### src/rtl/lab_pkg.sv
// Shared definitions for the lab measurement blocks: FSM state encoding and
// default widths.
package lab_pkg;

    localparam int unsigned DEF_CNT_W = 16;

    typedef enum logic [1:0] {
        S_IDLE = 2'd0,
        S_ARM  = 2'd1,
        S_GATE = 2'd2,
        S_DONE = 2'd3
    } meter_state_e;

endpackage

### src/rtl/sync_edge.sv
// Multi-stage synchronizer for an asynchronous input followed by a
// rising-edge detector. rise_o is high for one clk_i cycle per input rise.
module sync_edge #(
    parameter int unsigned SYNC_STAGES = 2
) (
    input  logic clk_i,
    input  logic rst_i,
    input  logic d_i,
    output logic rise_o
);

    logic [SYNC_STAGES-1:0] sync_q, sync_d;
    logic                   prev_q, prev_d;

    // Next state: shift the input into the chain, remember the last synced value
    always_comb begin
        sync_d = {sync_q[SYNC_STAGES-2:0], d_i};
        prev_d = sync_q[SYNC_STAGES-1];
    end

    // Synchronizer and edge-detect registers
    always_ff @(posedge clk_i or negedge rst_i) begin
        if (!rst_i) begin
            sync_q <= '0;
            prev_q <= 1'b0;
        end else begin
            sync_q <= sync_d;
            prev_q <= prev_d;
        end
    end

    assign rise_o = sync_q[SYNC_STAGES-1] & ~prev_q;

endmodule

### src/rtl/clkmeter.sv
// Frequency meter: counts rising edges of an asynchronous input over a gate
// window of GATE reference cycles, then latches the count together with
// saturation and range flags.
module clkmeter
    import lab_pkg::*;
#(
    parameter int unsigned GATE        = 100,
    parameter int unsigned CNT_W       = DEF_CNT_W,
    parameter int unsigned SYNC_STAGES = 2
) (
    input  logic             clk_i,
    input  logic             rst_i,
    input  logic             sig_i,
    input  logic             start_i,
    input  logic             cont_i,
    input  logic [CNT_W-1:0] min_i,
    input  logic [CNT_W-1:0] max_i,
    output logic             busy_o,
    output logic             valid_o,
    output logic [CNT_W-1:0] count_o,
    output logic             ovf_o,
    output logic             in_range_o
);

    localparam int unsigned TMR_W = $clog2(GATE);

    logic rise;

    meter_state_e     state_q, state_d;
    logic [TMR_W-1:0] tmr_q,   tmr_d;
    logic [CNT_W-1:0] cnt_q,   cnt_d;
    logic             sat_q,   sat_d;
    logic [CNT_W-1:0] count_q, count_d;
    logic             ovf_q,   ovf_d;
    logic             inr_q,   inr_d;
    logic             valid_q, valid_d;
    logic             busy_q,  busy_d;

    sync_edge #(
        .SYNC_STAGES(SYNC_STAGES)
    ) u_sync_edge (
        .clk_i (clk_i),
        .rst_i (rst_i),
        .d_i   (sig_i),
        .rise_o(rise)
    );

    // Next-state logic for the measurement FSM, edge counter and result latch
    always_comb begin
        state_d = state_q;
        tmr_d   = tmr_q;
        cnt_d   = cnt_q;
        sat_d   = sat_q;
        count_d = count_q;
        ovf_d   = ovf_q;
        inr_d   = inr_q;
        valid_d = 1'b0;
        case (state_q)
            S_IDLE: begin
                if (start_i) state_d = S_ARM;
            end
            S_ARM: begin
                cnt_d   = '0;
                sat_d   = 1'b0;
                tmr_d   = TMR_W'(GATE - 1);
                state_d = S_GATE;
            end
            S_GATE: begin
                // An edge arriving at full scale is lost: hold and flag it
                if (rise) begin
                    if (cnt_q == '1) sat_d = 1'b1;
                    else             cnt_d = cnt_q + CNT_W'(1);
                end
                if (tmr_q == '0) state_d = S_DONE;
                else             tmr_d   = tmr_q - TMR_W'(1);
            end
            S_DONE: begin
                count_d = cnt_q;
                ovf_d   = sat_q;
                inr_d   = (min_i <= cnt_q) && (cnt_q <= max_i);
                valid_d = 1'b1;
                state_d = cont_i ? S_ARM : S_IDLE;
            end
            default: state_d = S_IDLE;
        endcase
        busy_d = (state_d != S_IDLE);
    end

    // All FSM state and registered outputs
    always_ff @(posedge clk_i or negedge rst_i) begin
        if (!rst_i) begin
            state_q <= S_IDLE;
            tmr_q   <= '0;
            cnt_q   <= '0;
            sat_q   <= 1'b0;
            count_q <= '0;
            ovf_q   <= 1'b0;
            inr_q   <= 1'b0;
            valid_q <= 1'b0;
            busy_q  <= 1'b0;
        end else begin
            state_q <= state_d;
            tmr_q   <= tmr_d;
            cnt_q   <= cnt_d;
            sat_q   <= sat_d;
            count_q <= count_d;
            ovf_q   <= ovf_d;
            inr_q   <= inr_d;
            valid_q <= valid_d;
            busy_q  <= busy_d;
        end
    end

    assign busy_o     = busy_q;
    assign valid_o    = valid_q;
    assign count_o    = count_q;
    assign ovf_o      = ovf_q;
    assign in_range_o = inr_q;

endmodule
### config.mk
export PLATFORM = sky130hd
export DESIGN_NAME = clkmeter
export DESIGN_NICKNAME = d
export VERILOG_FILES = /design/src/rtl/lab_pkg.sv /design/src/rtl/sync_edge.sv /design/src/rtl/clkmeter.sv
export SDC_FILE = /design/constraint.sdc
export NUM_CORES = 1
export LEC_CHECK = 0
export CAP_MARGIN = 20
export CORE_AREA = 8 8 131 97
export DETAILED_ROUTE_END_ITERATION = 10
export DIE_AREA = 0 0 139 105
export GPL_TIMING_DRIVEN = 0
export HOLD_SLACK_MARGIN = 0.05
export PLACE_DENSITY = 0.46
export RECOVER_POWER = 100
export SKIP_LAST_GASP = 1
export SLEW_MARGIN = 0
export SYNTH_ARGS = -nofsm -noshare
export SYNTH_HDL_FRONTEND = slang
export SYNTH_HIERARCHICAL = 1
export SYNTH_SLANG_ARGS = --single-unit
### constraint.sdc
create_clock -name clk_i -period 5.6 [get_ports clk_i]
set_input_delay 1.12 -clock clk_i [delete_from_list [all_inputs] [get_ports clk_i]]
set_output_delay 1.12 -clock clk_i [all_outputs]
set_load 0.005 [all_outputs]
**Word-level counts from Yosys, hierarchy flattened**

Cells that the tools add are included.

- Input bits: 37
- Register bits after elaboration: 49
- Word-level logic and storage cells: 46
- Output and inout bits: 20

- Add/subtract/negate cells: 2
- Order comparisons: 2
- Mux-type cells: 13
- Equality and inequality tests: 8
- Reductions and logical operators: 8
- Bitwise operators: 2

Operators by type and width:

| kind | count |
|---|---|
| less-or-equal comparator 16 bit | 2 |
| 2-to-1 mux 16 bit | 2 |
| case mux 16 bit (2 select lines) | 1 |
| adder 16 x 1 -> 16 bit (second input constant) | 1 |
| equality test 16 bit (second input constant) | 1 |
| case mux 7 bit (2 select lines) | 1 |
| != test 2 bit (second input constant) | 4 |
| case mux 2 bit (4 select lines) | 1 |
| logical NOT 7 bit | 1 |
| 2-to-1 mux 7 bit | 1 |
| subtractor 7 x 1 -> 7 bit (second input constant) | 1 |
| AND reduction 3 bit | 2 |
| equality test 2 bit (second input constant) | 2 |
| 2-to-1 mux 1 bit | 4 |
| 2-to-1 mux 2 bit | 2 |
| nonzero test 2 bit | 2 |
| equality test 2 x 1 -> 1 bit (second input constant) | 1 |
| logical NOT 2 bit | 1 |
| case mux 1 bit (2 select lines) | 1 |
| AND reduction 2 bit | 1 |
| AND 1 bit | 1 |
| logical AND 1 bit | 1 |
| inverter 1 bit | 1 |

**Depth between registers and ports, before layout**

Gate-level depths: netlist of run 1.

- Depth in word-level cells: 4
- Mapped depth: 8
- Depth with buffers taken out: 7

**Cells and area by module**

Netlist of run 1, hierarchy kept.

Modules (own cells, without submodules):

| module | instances | cells an instance | area each (µm²) | sequential area each (µm²) |
|---|---|---|---|---|
| clkmeter | 1 | 310 | 3022.9 | 1151.1 |
| sync_edge | 1 | 4 | 88.8 | 75.1 |

**Worst setup path after synthesis of run 1**

OpenSTA, ideal clock, no wires.

- Path kind: input port to flip-flop
- Start point: input port min_i[9]
- End point: register inr_q (netlist: in_range_o)
- Slack: 3.009 ns
- Library setup time: 0.086 ns
- Data required time: 5.514 ns
- Path buffers: 0
- Stages: 6
- Arrival time: 2.505 ns
- Path through: ha_1 > a21o_1 > a221o_1 > a2111oi_0 > o211ai_1 > a32oi_1

- Cells in the longest elaborated chain, start to end: 2

RTL lines:

| element | RTL line | RTL |
|---|---|---|
| start, declared | clkmeter.sv:16 | `input logic [CNT_W-1:0] min_i,` |
| less-or-equal comparator 16 bit | clkmeter.sv:80 | `inr_d = (min_i <= cnt_q) && (cnt_q <= max_i);` |
| logical AND 1 bit | clkmeter.sv:80 |  |
| end signal, assigned | clkmeter.sv:108 | `inr_q <= inr_d;` |
| end, declared | clkmeter.sv:35 | `logic inr_q, inr_d;` |

Every way passes these cells.
A chain may end at the register's enable or synchronous reset.

**Worst setup path after layout of run 1**

- Start point: input port max_i[14]
- End point: register inr_q (netlist: in_range_o)

- Cells in the longest elaborated chain, start to end: 2

RTL lines:

| element | RTL line | RTL |
|---|---|---|
| start, declared | clkmeter.sv:17 | `input logic [CNT_W-1:0] max_i,` |
| less-or-equal comparator 16 bit | clkmeter.sv:80 |  |
| logical AND 1 bit | clkmeter.sv:80 |  |

Every way passes these cells.

==> out/results.ini, run 1 <==
[clock_tree]
holdBufCountCts=0
cts_tree=done
clk_latency_ps=300
ctsRootBufferMaster=clkbuf_16
clk_pin_slew_ps=70
clock_path_buffers=2
cts_buffers=5
cts_sinks=49
post-cts-setup-buffer-count=0
cts.htree.levels=2
cts_resized=0

[critical_path]
startpoint=max_i[14]
required_ps=5740
path_max_fanout=3
crit_arrival_ps=3700
start_kind=primary input
r2r_start=cnt_q[0]
crit_type=in -> reg
cp-end-kind=flop

[global_route]
track_usage=0.121
overflow=0
antenna_found_initial=0
grt_first_pass_wirelength_mm=14.1
grt_max_degree=31
grt_pass1_vias=2756

[timing]
worst_pin_slew_ps=1730
hold_ws_ps=354
rsz0062_at_grt=no
max_slew_margin=-0.154
setup_viol=0
skew_ps=5.48
fin_tns_setup_ps=0
hold_violations=0
slew_violations=31
fmax_ghz=0.280
min_period_ps=3570
finalCritPeriodShare=0.637

[synthesis]
yosysWarnings=6
synth.area.top_cells=dfrtp_1, ha_1, mux2_2
netlist.area_leader.share=0.394
ys_seq_area_frac=0.394
ys.flop_type=dfrtp_1
syn_inst=314
async_reset_ff_frac=1.00
syn_avg_cell_area_sq_um=9.91
synth_fp_nets=389
synth_edf_count=0
synth_top_area_cell=dfrtp_1
yosysUniqueCellTypes=56
synth_area_sq_um=3110
ys_ff_latch=49

[final_layout]
finalInstanceArea_sq_um=3980
area_delta_synth_final_pct=28.0
drive_above_1_share=0.0897
final.fill_count=1079
layout.nets=453
antenna_cells=0

[placement]
post-dp-hpwl_mm=6.46
gp_congestion=0.803
portBuffers=56
post_dp_cell_area_sq_um=3860

[pwr]
cellPowerDensity_nw_per_um2=232
ir_worst_vdd_mv=0.173
p_leak_uw=0.00186

[run_status]
failed_checks=capacitance limit, slew limit
run_status=finished with violations

[route]
wirelength_mm=8.40
drc=0
ant_nets=0
drtPass1Iterations=4
viasPerCell=4.90
num_vias=2526
drtIter0Drc=96
post_drt_wl_per_cell_microns=16.3

[die]
die_h_microns=105
io_pins=57
initial_core_util=0.292
dieArea_sq_um=14600
die_w_microns=139
fp-row-count=32
core_sq_um=10700

[min_path]
hold_path.class=reg -> reg
worstHoldStart=u_sync_edge/sync_q[0]

[job]
cap_violations=1

[sequential cells by signal (all words and copies together), names as in the netlist]
register / flops
u_sync_edge/sync_q: 2
cnt_q: 16
count_o: 16
sat_q: 1
state_q: 2
valid_o: 1
busy_o: 1
ovf_o: 1
in_range_o: 1
u_sync_edge/prev_q: 1
tmr_q: 7
[logic make-up (layout without fill, tap and decap cells)]
| kind of cell | Yosys count | after routing | share of synthesized area |
|---|---|---|---|
| AO/OA/AOI/OAI | 69 | 69 | 0.143 |
| multiplexers | 19 | 19 | 0.0680 |
| adder cells (fa/ha/maj) | 38 | 38 | 0.153 |
| AND/OR/NAND/NOR | 89 | 89 | 0.173 |
| flip-flops | 49 | 49 | 0.394 |
| buffers and inverters | 46 | 111 | 0.0575 |
| XOR/XNOR | 4 | 4 | 0.0113 |
[path summary, 6_finish.rpt]
| check | depth (start not counted) | to | slack, ps |
|---|---|---|---|
| worst min register to register | 0 | u_sync_edge/sync_q[1] | 350 |
| min in group asynchronous | 1 | count_o[10] | 990 |
| worst min-delay path | 0 | u_sync_edge/sync_q[1] | 350 |
| max in group asynchronous | 2 | tmr_q[1] | 2450 |
| worst max register to register | 7 | cnt_q[0] | 2890 |
| worst max-delay path | 8 | in_range_o | 2030 |
[per-layer routing]
metal | global-route usage | share of wire | wire length (microns) | vias to the layer above
met1 | 0.162 | 0.52 | 4350 | 1197
met3 | 0.0350 | 0.042 | 355 | 8
met4 | 0.0336 | 0.0092 | 77 | 0
li1 | - | - | - | 1271
met5 | 0 | 0 | 0 | -
met2 | 0.185 | 0.43 | 3620 | 50
[synthesized netlist by cell type, types with 4 or more instances]
library cell,number
inv_1,38
nand4_1,7
mux2_2,17
dfrtp_1,49
o211ai_1,7
nand2_1,19
o21ai_0,12
ha_1,38
a21oi_1,24
or3_1,7
clkbuf_1,5
nand3_1,11
nor2_1,16
xnor2_1,4
[cells in the final DEF, fill, tap and decap left out, types with 8 or more instances in the layout]
master,count
o21ai_0,13
nor2_1,17
clkbuf_1,8
ha_1,38
a21oi_1,24
dfrtp_1,49
inv_1,38
clkdlybuf4s50_1,33
nand3_1,11
dlygate4sd3_1,22
nand2_1,19
mux2_2,17
[layout make-up]
type                            count  area, sq um  area share
Clock buffer                        6          139      0.0349
Sequential cell                    49         1230       0.308
Inverter                           39          146      0.0368
Multi-Input combinational cell    219         1670       0.420
Clock inverter                      2         37.5     0.00943
Timing Repair Buffer               57          558       0.140
Buffer                              7         31.3     0.00785
Tap cell                          136          170      0.0427
[worst max-delay path, cell delays in order]
cell,delay [ps]
dlygate4sd3_1,520
inv_1,50
ha_1,310
nand4_1,150
nor4_1,730
a21boi_0,490
or4_1,230
a32oi_1,110
[power breakdown]
group          total, uW  internal (uW)  switching [uW]
logic                157           76.6            80.5
clock network        367            223             143
registers            400            370            30.0
[stage by stage]
stage / power, uW / util / cells / setup slack, ps
final: 924 / 0.374 / 515 / 2030
after global routing: 981 / 0.374 / 515 / 1890
after CTS: 942 / 0.379 / 515 / 2160
after detailed placement: 568 / 0.362 / 507 / 1850
after global placement: 563 / 0.361 / 506 / 1700
after floorplan: 494 / - / 314 / 3010
(Power assumes the default switching activity.)
==> run 2, diff against run 1 <==
--- a/config.mk
+++ b/config.mk
@@ -11,7 +11,7 @@
 export DIE_AREA = 0 0 139 105
 export GPL_TIMING_DRIVEN = 0
 export HOLD_SLACK_MARGIN = 0.05
-export PLACE_DENSITY = 0.46
+export PLACE_DENSITY = 0.48
 export RECOVER_POWER = 100
 export SKIP_LAST_GASP = 1
 export SLEW_MARGIN = 0
==> constraint.sdc (replaced) <==
create_clock -name clk_i -period 3.1 [get_ports clk_i]
set_input_delay 0.62 -clock clk_i [delete_from_list [all_inputs] [get_ports clk_i]]
set_output_delay 0.62 -clock clk_i [all_outputs]
set_load 0.005 [all_outputs]
==> out/results.ini, run 2 (synthesized netlist as in run 1, its figures left out) <==
[timing]
fmax_ghz=0.348
finalCritPeriodShare=0.927
fin_tns_setup_ps=0  ; unchanged
skew_ps=5.30  ; -0.176 ps
max_slew_margin=0.118  ; +0.272
setup_viol=0  ; unchanged
worst_pin_slew_ps=1320  ; -410 ps
hold_violations=0  ; unchanged
rsz0062_at_grt=no
min_period_ps=2870
worst_slack_ps=227  ; -1810 ps
slew_violations=0  ; -100%

[pwr]
cellPowerDensity_nw_per_um2=417  ; +80%
clock_power_share=0.394  ; -0.003
power_frac_comb=0.173  ; +0.003
p_switching_uw=456  ; +80%
intPower_uw=1210  ; +81%
total_power_uw=1670  ; +81%
pwr-share-seq=0.433  ; about the same
p_leak_uw=0.00187  ; +0.64%
swShare=0.274  ; -0.00130
ir_worst_vdd_mv=0.196  ; +14%

[route]
num_vias=2502  ; -0.95%
post_drt_wl_per_cell_microns=16.4  ; +0.29%
drc=0  ; unchanged
drtIter0Drc=86  ; -10%
viasPerCell=4.86  ; -0.95%
wirelength_mm=8.43  ; +0.29%
ant_nets=0  ; unchanged
drtPass1Iterations=4  ; unchanged

[final_layout]
area_delta_synth_final_pct=28.5
drive_above_1_share=0.0923  ; +0.00264
antenna_cells=0  ; unchanged
layout.cells.non_filler=515  ; unchanged
layout.nets=453  ; unchanged
fin_util=0.375  ; +0.00141
mostFrequentLayoutCells=dfrtp_1, inv_1, ha_1
final_common_cell=dfrtp_1

[die]
dieArea_sq_um=14600  ; unchanged
fp-row-count=32  ; unchanged
die_w_microns=139  ; unchanged
io_pins=57  ; unchanged
initial_core_util=0.292  ; unchanged
core_sq_um=10700  ; unchanged
die_h_microns=105  ; unchanged

[clock_tree]
cts_resized=0  ; unchanged
holdBufCountCts=0  ; unchanged
clk_pin_slew_ps=70  ; about the same
cts_sinks=49  ; unchanged
post-cts-setup-buffer-count=0  ; unchanged
cts_buffers=5  ; unchanged
cts.htree.levels=2  ; unchanged
clock_path_buffers=2  ; unchanged
ctsRootBufferMaster=clkbuf_16
cts_tree=done
clk_latency_ps=290  ; about the same

[critical_path]
r2r_setup_slack_ps=430  ; -2460 ps
crit_arrival_ps=3020  ; -680 ps
rr_worst_depth=7  ; unchanged
path_max_fanout=3  ; unchanged
crit_type=in -> reg
cpPeakStageDelay_ps=560  ; -170 ps
cp-end-kind=flop
slowest_stage=nor4_2
required_ps=3240  ; -2500 ps
start_kind=primary input
startpoint=max_i[13]
r2r_start=cnt_q[0]
endpoint=in_range_o
r2r_end=cnt_q[5]
crit_family=simple AND/OR/NAND/NOR gates
path_depth=8  ; unchanged
path_cells=dlygate4sd3_1 -> inv_1 -> ha_1 -> nand4_1 -> nor4_2 -> a21boi_0 -> or4_1 -> a32oi_1
path_buf_inv=2  ; unchanged

[run_status]
run_status=finished clean

[min_path]
hold_path.class=reg -> reg

[global_route]
track_usage=0.122  ; +0.000893
overflow=0  ; unchanged
grt_pass1_vias=2718  ; -1.4%
grt_first_pass_wirelength_mm=14.3  ; +1.7%
grt_max_degree=28  ; -9.7%
antenna_found_initial=0  ; unchanged

[placement]
place_ws_ps=-107  ; -1960 ps
post-dp-hpwl_mm=6.54  ; +1.3%
dp_cells=507  ; unchanged
portBuffers=56  ; unchanged
gp_congestion=0.810  ; +0.80%

[job]
cap_violations=0  ; -1

[run 2: cell types whose count changed in the layout (fill, tap and decap cells not counted), sizes merged]
cell / before / now
clkbuf: 14 / 13
dlymetal6s2s: 0 / 1
[run 2: area by class of cell]
class / instances / area (sq um)
clock inverter: 2 / 37.5
clock buffer: 6 / 139
fill: 1077 / 6650
sequential: 49 / 1230
inverter: 39 / 146
multi-input combinational: 219 / 1680
timing repair buffer: 57 / 567
tap: 136 / 170
buffer: 7 / 31.3
[run 2: stage by stage]
step	cell area, sq um	hold slack [ps]
3_5_place_dp	3860	343
2_1_floorplan	3110	324
4_1_cts	4030	331
5_1_grt	4000	371
3_3_place_gp	3840	340
6_report	4000	356
[run 2: how the worst min path moves through the flow]
stage	startpoint	slack (ps)	endpoint	depth (start not counted)
after detailed placement	u_sync_edge/sync_q[0]	340	u_sync_edge/sync_q[1]	0
after global routing	u_sync_edge/sync_q[0]	370	u_sync_edge/sync_q[1]	0
final	u_sync_edge/sync_q[0]	360	u_sync_edge/sync_q[1]	0
after floorplan	rst_i	320	busy_o	0
after global placement	u_sync_edge/sync_q[0]	340	u_sync_edge/sync_q[1]	0
after CTS	rst_i	330	count_o[10]	1
[run 2: worst register-to-register path, delay by kind of cell (launching register included)]
family                     cells  cell delay (ps)
AOI/OAI and AO/OA              3              990
and+or+nand+nor                2              730
DFF                            1              450
adders and majority gates      1              210
buffers and inverters          1              210
[run 2: power by group through the flow]
stage / clock network, uW / logic, uW / registers (uW)
3_3_place_gp: 0 / 281 / 735
5_1_grt: 699 / 341 / 731
3_5_place_dp: 0 / 290 / 735
2_1_floorplan: 0 / 182 / 711
6_report: 657 / 288 / 722
4_1_cts: 675 / 295 / 723
[run 2: metal layers]
metal  track usage  wire length [microns]  vias to the layer above  part of all wire
met4        0.0328                     85                        0             0.010
li1              -                      -                     1261                 -
met1         0.166                   4380                     1174              0.52
met5             0                      0                        -                 0
met3        0.0295                    406                        7             0.048
met2         0.188                   3550                       60              0.42
